--- src/rtl/ac97_frame_rx.sv ---
// ac97_frame_rx: AC-link receive deframer. Aligns to SYNC, decodes TAG, status slots 1/2 and
// capture slots 3/4, and buffers capture samples in a first-word-fall-through FIFO.
module ac97_frame_rx #(
    parameter int FIFO_DEPTH = 4,
    parameter int PCM_W      = 20
) (
    input  logic             ac97_bitclk,
    input  logic             ac97_rst_b,
    input  logic             ac97_sync,
    input  logic             ac97_sdata_in,
    output logic             codec_ready,
    output logic [6:0]       status_addr,
    output logic [15:0]      status_data,
    output logic             status_valid,
    output logic [PCM_W-1:0] pcm_left,
    output logic [PCM_W-1:0] pcm_right,
    output logic             pcm_valid,
    input  logic             pcm_ready,
    output logic             overflow,
    output logic             frame_err
);
    localparam int PTR_W = $clog2(FIFO_DEPTH);
    localparam int CNT_W = $clog2(FIFO_DEPTH + 1);

    typedef enum logic {HUNT, RECV} state_e;

    state_e           state_q;
    logic [7:0]       bitcnt_q;
    logic [95:0]      shift_q;
    logic             sync_q;
    logic             commit_q;
    logic             frame_err_q;
    logic             codec_ready_q;
    logic [6:0]       status_addr_q;
    logic [15:0]      status_data_q;
    logic             status_valid_q;
    logic [PCM_W-1:0] mem_l [FIFO_DEPTH];
    logic [PCM_W-1:0] mem_r [FIFO_DEPTH];
    logic [PTR_W-1:0] wr_ptr_q;
    logic [PTR_W-1:0] rd_ptr_q;
    logic [CNT_W-1:0] count_q;
    logic             overflow_q;

    logic             sync_rise;
    logic             push_d;
    logic             pop_d;
    logic             full_d;
    logic             accept_d;
    logic [PCM_W-1:0] left_d;
    logic [PCM_W-1:0] right_d;

    assign sync_rise = ac97_sync & ~sync_q;

    // SYNC history runs through reset, so a level already high at release is not taken as a rise.
    always_ff @(posedge ac97_bitclk) begin
        sync_q <= ac97_sync;
    end

    // NOTE: sequential state uses non-blocking assignments so every flop samples pre-edge values.
    always_ff @(posedge ac97_bitclk) begin
        if (!ac97_rst_b) begin
            state_q     <= HUNT;
            bitcnt_q    <= '0;
            shift_q     <= '0;
            commit_q    <= 1'b0;
            frame_err_q <= 1'b0;
        end else begin
            commit_q    <= 1'b0;
            frame_err_q <= 1'b0;
            case (state_q)
                HUNT: begin
                    if (sync_rise) begin
                        state_q  <= RECV;
                        bitcnt_q <= '0;
                    end
                end
                RECV: begin
                    if (bitcnt_q < 8'd96) begin
                        shift_q <= {shift_q[94:0], ac97_sdata_in};
                    end
                    if (bitcnt_q == 8'd255) begin
                        bitcnt_q <= '0;
                        if (sync_rise) begin
                            commit_q <= 1'b1;
                        end else begin
                            frame_err_q <= 1'b1;
                            state_q     <= HUNT;
                        end
                    end else if (sync_rise) begin
                        frame_err_q <= 1'b1;
                        bitcnt_q    <= '0;
                    end else begin
                        bitcnt_q <= bitcnt_q + 8'd1;
                    end
                end
                default: state_q <= HUNT;
            endcase
        end
    end

    // Frame bit i sits in shift_q[95-i]; the register is still intact during the commit cycle.
    assign push_d   = commit_q & shift_q[95] & (shift_q[92] | shift_q[91]);
    assign pop_d    = (count_q != '0) & pcm_ready;
    assign full_d   = (count_q == CNT_W'(FIFO_DEPTH));
    assign accept_d = push_d & (~full_d | pop_d);
    assign left_d   = shift_q[92] ? shift_q[39 -: PCM_W] : '0;
    assign right_d  = shift_q[91] ? shift_q[19 -: PCM_W] : '0;

    always_ff @(posedge ac97_bitclk) begin
        if (!ac97_rst_b) begin
            codec_ready_q  <= 1'b0;
            status_addr_q  <= '0;
            status_data_q  <= '0;
            status_valid_q <= 1'b0;
        end else begin
            status_valid_q <= 1'b0;
            if (commit_q) begin
                codec_ready_q <= shift_q[95];
                if (shift_q[95] && shift_q[94] && shift_q[93]) begin
                    status_addr_q  <= shift_q[78:72];
                    status_data_q  <= shift_q[59:44];
                    status_valid_q <= 1'b1;
                end
            end
        end
    end

    // NOTE: FIFO storage is not reset; the count alone decides what is visible.
    always_ff @(posedge ac97_bitclk) begin
        if (accept_d) begin
            mem_l[wr_ptr_q] <= left_d;
            mem_r[wr_ptr_q] <= right_d;
        end
    end

    always_ff @(posedge ac97_bitclk) begin
        if (!ac97_rst_b) begin
            wr_ptr_q   <= '0;
            rd_ptr_q   <= '0;
            count_q    <= '0;
            overflow_q <= 1'b0;
        end else begin
            if (accept_d) wr_ptr_q <= wr_ptr_q + PTR_W'(1);
            if (pop_d)    rd_ptr_q <= rd_ptr_q + PTR_W'(1);
            case ({accept_d, pop_d})
                2'b10:   count_q <= count_q + CNT_W'(1);
                2'b01:   count_q <= count_q - CNT_W'(1);
                default: count_q <= count_q;
            endcase
            if (push_d && full_d && !pop_d) overflow_q <= 1'b1;
        end
    end

    assign codec_ready  = codec_ready_q;
    assign status_addr  = status_addr_q;
    assign status_data  = status_data_q;
    assign status_valid = status_valid_q;
    assign pcm_valid    = (count_q != '0);
    assign pcm_left     = pcm_valid ? mem_l[rd_ptr_q] : '0;
    assign pcm_right    = pcm_valid ? mem_r[rd_ptr_q] : '0;
    assign overflow     = overflow_q;
    assign frame_err    = frame_err_q;

endmodule

--- config.mk ---
export PLATFORM = sky130hd
export DESIGN_NAME = ac97_frame_rx
export DESIGN_NICKNAME = d
export VERILOG_FILES = /design/src/rtl/ac97_frame_rx.sv
export SDC_FILE = /design/constraint.sdc
export NUM_CORES = 1
export LEC_CHECK = 0
export ABC_AREA = 1
export CORE_ASPECT_RATIO = 1.2
export CORE_MARGIN = 2
export CORE_UTILIZATION = 45
export CTS_CLUSTER_DIAMETER = 150
export CTS_CLUSTER_SIZE = 25
export DETAILED_ROUTE_END_ITERATION = 10
export MAX_ROUTING_LAYER = met4
export PLACE_DENSITY = 0.64
export SLEW_MARGIN = 20
export SYNTH_ARGS = -nofsm -noshare
export SYNTH_HDL_FRONTEND = slang
export SYNTH_SLANG_ARGS = --single-unit
--- constraint.sdc ---
create_clock -name ac97_bitclk -period 9.94 [get_ports ac97_bitclk]
set_input_delay 2.485 -clock ac97_bitclk [delete_from_list [all_inputs] [get_ports ac97_bitclk]]
set_output_delay 2.485 -clock ac97_bitclk [all_outputs]
set_load 0.05 [all_outputs]
Word-level counts from Yosys, hierarchy flattened
Memory sizes are Yosys's and may differ from the RTL's. A register that Yosys moved wholly into a read port is not among the register bits.
Cells that the tools add are included.
- add/subtract/negate cells: 5
- $lt $le $gt $ge: 1
- eq/ne operators: 5
- muxes and demuxes: 21
- bitwise gates (word level): 10
- reduce and logical (&&, ||, !) cells: 12
- operators with widths (cell ; number):
    two-way mux 20 bit ; 4
    two-way mux 8 bit ; 3
    one-hot mux 8 bit (2 select lines) ; 1
    adder 8 x 1 -> 8 bit, second input constant ; 1
    equality test 8 bit, second input constant ; 1
    < comparator 8 x 7 -> 1 bit, second input constant ; 1
    two-way mux 2 bit ; 4
    AND reduction 2 bit ; 4
    two-way mux 1 bit ; 7
    one-hot mux 3 bit (2 select lines) ; 1
    bitwise AND 1 bit ; 5
    adder 2 x 1 -> 2 bit, second input constant ; 2
    logical AND 1 bit ; 4
    adder 3 x 1 -> 3 bit, second input constant ; 1
    equality test 3 bit, second input constant ; 1
    NOT 1 bit ; 3
    AND reduction 3 bit ; 1
    nonzero test 3 bit ; 1
    subtractor 3 x 1 -> 3 bit, second input constant ; 1
    equality test 2 x 1 -> 1 bit, second input constant ; 1
    equality test 2 bit, second input constant ; 1
    != test 2 bit, second input constant ; 1
    OR 1 bit ; 2
    one-hot mux 1 bit (2 select lines) ; 1
    2 further kinds ; 2
- bits in registers: 141
- memory bits (writable): 160
- input bits: 5
- output and inout bits: 68
- word-level logic and storage cells: 70
- memories kept: 2
- memory list (name ; depth ; width ; read ports ; clocked after memory_dff ; wr ports ; RTL line ; RTL):
    mem_l ; 4 ; 20 ; 1 ; 1 ; 1 ; 37 ; logic [PCM_W-1:0] mem_l [FIFO_DEPTH];
    mem_r ; 4 ; 20 ; 1 ; 1 ; 1 ; 38 ; logic [PCM_W-1:0] mem_r [FIFO_DEPTH];

Longest topological paths before layout
- depth after elaboration: 6
- depth in mapped cells: 11
- depth with buffers taken out: 11

Worst setup path before layout
No wires, ideal clock.
- path kind: input port to flip-flop
- from: input port pcm_ready
- to: memory mem_l[0][0] (enable)
- setup time: 437 ps
- arrival time: 4437 ps
- required time: 9503 ps
- setup slack: 5066 ps
- cell stages on the path: 4
- buffers on the path: 0
- cell sequence: nor2_1 -> nand2_1 -> nand2_2 -> nor2_1
- word-level cells in the longest chain between the ends: 5
- RTL lines (what ; RTL line ; RTL):
    start: declaration ; 18 ; input logic pcm_ready,
    bitwise AND 1 bit ; 103 ; assign pop_d = (count_q != '0) & pcm_ready;
    OR 1 bit ; 105 ; assign accept_d = push_d & (~full_d | pop_d);
    bitwise AND 1 bit ; 105 ;
    two-way mux 1 bit ; 130 ; if (accept_d) begin
    two-way mux 1 bit (not written as such) ; 131 ; mem_l[wr_ptr_q] <= left_d;
    end: declaration ; 37 ;
Every way passes these cells.

==> summary.md <==
| Metric | Value |
|---|---|
| Unrepaired setup endpoints after global routing | `false` |
| Switching pwr | `1.48 mW` |
| Total negative slack | `0 ps` |
| Final Hold Fails | `0` |
| Met1 WL | `10,100 um` |
| Final ANT Viol Nets | `0` |
| CTS root buffer | `clkbuf_16` |
| I/O pins | `73` |
| Mapped Cells | `1,232` |
| Nets | `1,270` |
| Post-DR vias/cell | `4.97` |
| Maxcap violations | `0` |
| Synthesized cell area | `11,700 um^2` |
| Hpwl dp | `12,500 um` |
| Min Hold Slack | `465 ps` |
| CP endpoint kind | `output port` |
| CP max FO | `81` |
| Logic pwr share | `41.4%` |
| Drt first-iter violations | `533` |
| Post-synthesis sequential area ratio | `65.4%` |
| Peak supply drop | `0.157 mV` |
| Diode count | `0` |
| Setup Skew | `33.5 ps` |
| Hold Crit Class | `flop to flop` |
| Max Clk Rate | `158 MHz` |
| Cts bufs inserted | `16` |
| CP startpoint kind | `flop` |
| Worst slew margin | `33.4%` |
| Final setup viols | `0` |
| H-Tree Depth | `1` |
| CTS Sinks | `303` |
| Clock Latency Late Sink | `510 ps` |
| Cts repair resizes | `0` |
| Fill cells | `2,341` |
| Synth unique cells | `32` |
| Area Growth Syn to Fin | `11.6%` |
| Status | `complete, no violations` |
| Drt wl/cell | `14.0 um` |
| Leakage | `4.69 nW` |
| Kind of critical path | `flop to output port` |
| GRT overflow | `0` |
| Count of final max-slew check failures | `0` |
| PortBufs | `72` |
| Pwr Total | `3.56 mW` |
| Critical Path RT | `7460 ps` |
| Tot GR Track Use | `16.9%` |
| WP data arrival | `3860 ps` |
| Die Span Y | `181 um` |
| Clock share of power | `19.9%` |
| Post-Syn Nets | `1,244` |
| Via Count | `7,941` |
| Clock Path Buffers | `3` |
| First-pass DRT Iterations | `4` |
| Mean post-synth cell area | `9.52 um^2` |
| Worst-Margin Slew | `1000 ps` |
| First-pass GRT wire length | `36,800 um` |
| WL final | `22,300 um` |
| Tmin final | `6350 ps` |
| FF+latch count, synth | `303` |
| Placeable Area | `25,500 um^2` |
| Die width | `151 um` |
| Gpl congestion | `0.776` |
| Switching Share | `41.5%` |
| Initial antenna violation count | `0` |
| Initial core utilization | `45.9%` |
| Seq pwr share | `38.6%` |
| Clock Pin Slew Worst Setup and Hold Paths | `90 ps` |
| Synth warn | `0` |
| Full die area | `27,400 um^2` |
| CTS tree | `done` |
| Layout Cells excl Fill | `1,597` |
| Vias in the first global route | `7,440` |
| Hold_buf cts | `0` |
| Setup Buffers After CTS | `0` |
| Layout cell share with drive strength beyond 1 | `3.79%` |
| Row count | `64` |
| Highest Signal Layer | `met4` |
| Pwr/cell area | `272 nW/um^2` |
| Largest net degree at the start of global routing | `98` |
| Routed wl met2 | `10,900 um` |
| Pint | `2.08 mW` |
| Routed wl met3 | `1040 um` |
| Final period utilization | `63.8%` |
| Final core utilization | `51.2%` |
| DRC errors left | `0` |
| Placed Instances | `1,570` |
==> synthesized netlist by cell type, drive strengths merged <==
cell type | n | area share [%]
or2 | 1 | 0.053
buf | 30 | 1.7
nor4 | 1 | 0.053
o21a | 1 | 0.064
fa | 1 | 0.17
inv | 73 | 2.3
ha | 6 | 0.64
o22ai | 1 | 0.053
nor3 | 1 | 0.043
a31oi | 2 | 0.11
o21ai | 205 | 8.8
nand2 | 74 | 2.5
xor2 | 1 | 0.075
and2 | 1 | 0.053
nand4 | 4 | 0.21
nand3 | 8 | 0.49
dfxtp | 143 | 24
a21oi | 57 | 2.4
edfxtp | 160 | 41
clkbuf | 44 | 1.4
nor2 | 417 | 13
a211oi | 1 | 0.064
==> flip-flops by register name (all words and copies together) (netlist names), named ones only <==
name,cells
commit_q,1
wr_ptr_q,2
count_q,3
frame_err,1
bitcnt_q,8
sync_q,1
status_data,16
rd_ptr_q,2
state_q,1
codec_ready,1
overflow,1
status_addr,7
mem_r,80
status_valid,1
mem_l,80
shift_q,96
==> area by class of cell <==
cell class | instances | area [um^2] | area share, %
sequential | 303 | 7670 | 58.6
multi-input combinational | 782 | 3450 | 26.4
timing repair buffer | 82 | 791 | 6.04
clock buffer | 26 | 459 | 3.51
tap | 330 | 413 | 3.16
inverter | 73 | 275 | 2.10
clock inverter | 1 | 30.0 | 0.229
==> cell families after synthesis <==
family,after synthesis,share of synthesized area [%]
AND/OR/NAND/NOR,507,16.8
adder cells (fa/ha/maj),7,0.811
flip-flops,303,65.4
XOR/XNOR,1,0.0747
buffers and inverters,147,5.44
AO/OA/AOI/OAI,267,11.5
==> cell usage in the layout, fill, tap and decap left out, types with 2 or more instances in the layout <==
cell             count
o21ai_1             17
nand2_1             68
nor2_2               2
inv_2                3
clkbuf_16           17
ha_1                 6
edfxtp_1           160
clkbuf_1             9
inv_1               68
nand2_2              6
nor2_1             411
a21oi_1             57
nor2_4               4
nand4_1              4
nand3_1              6
dfxtp_1            142
o21ai_0            188
clkdlybuf4s50_1     71
a31oi_1              2
buf_4               10
==> stage by stage <==
step	setup WS [ps]	cell area, um^2
6_report	3590	13100
5_1_grt	3240	13100
4_1_cts	3870	13100
3_5_place_dp	4420	12600
3_3_place_gp	4470	12600
2_1_floorplan	5070	11700
==> final timing paths <==
check	start	to	slack [ps]	cells after the start
hold reg to reg	bitcnt_q[7]	bitcnt_q[7]	460	2
setup reg to reg	shift_q[91]	mem_r[1][16]	7070	5
setup / recovery	flop	pcm_right[5]	3590	5
hold / removal	bitcnt_q[7]	bitcnt_q[7]	460	2
==> worst max-delay path, stage by stage, from the launching register on <==
cell	delay [ps]
dfxtp_2	320
buf_4	650
clkinv_2	990
o21ai_0	430
a21oi_1	140
clkdlybuf4s50_1	750
==> power groups by stage <==
stage                     Sequential, mW  Clock [mW]  Combinational (mW)
final                               1.38       0.710                1.47
after global routing                1.38       0.778                1.57
after CTS                           1.38       0.734                1.49
after detailed placement            1.40           0                1.49
after global placement              1.40           0                1.48
after floorplan                     1.39           0                1.04
==> layer usage <==
| metal | track usage (%) | vias up |
|---|---|---|
| met5 | - | - |
| met4 | 3.25 | 0 |
| met3 | 2.50 | 18 |
| met2 | 28.2 | 131 |
| met1 | 22.0 | 3716 |
| li1 | - | 4076 |
(Power assumes the default switching activity.)
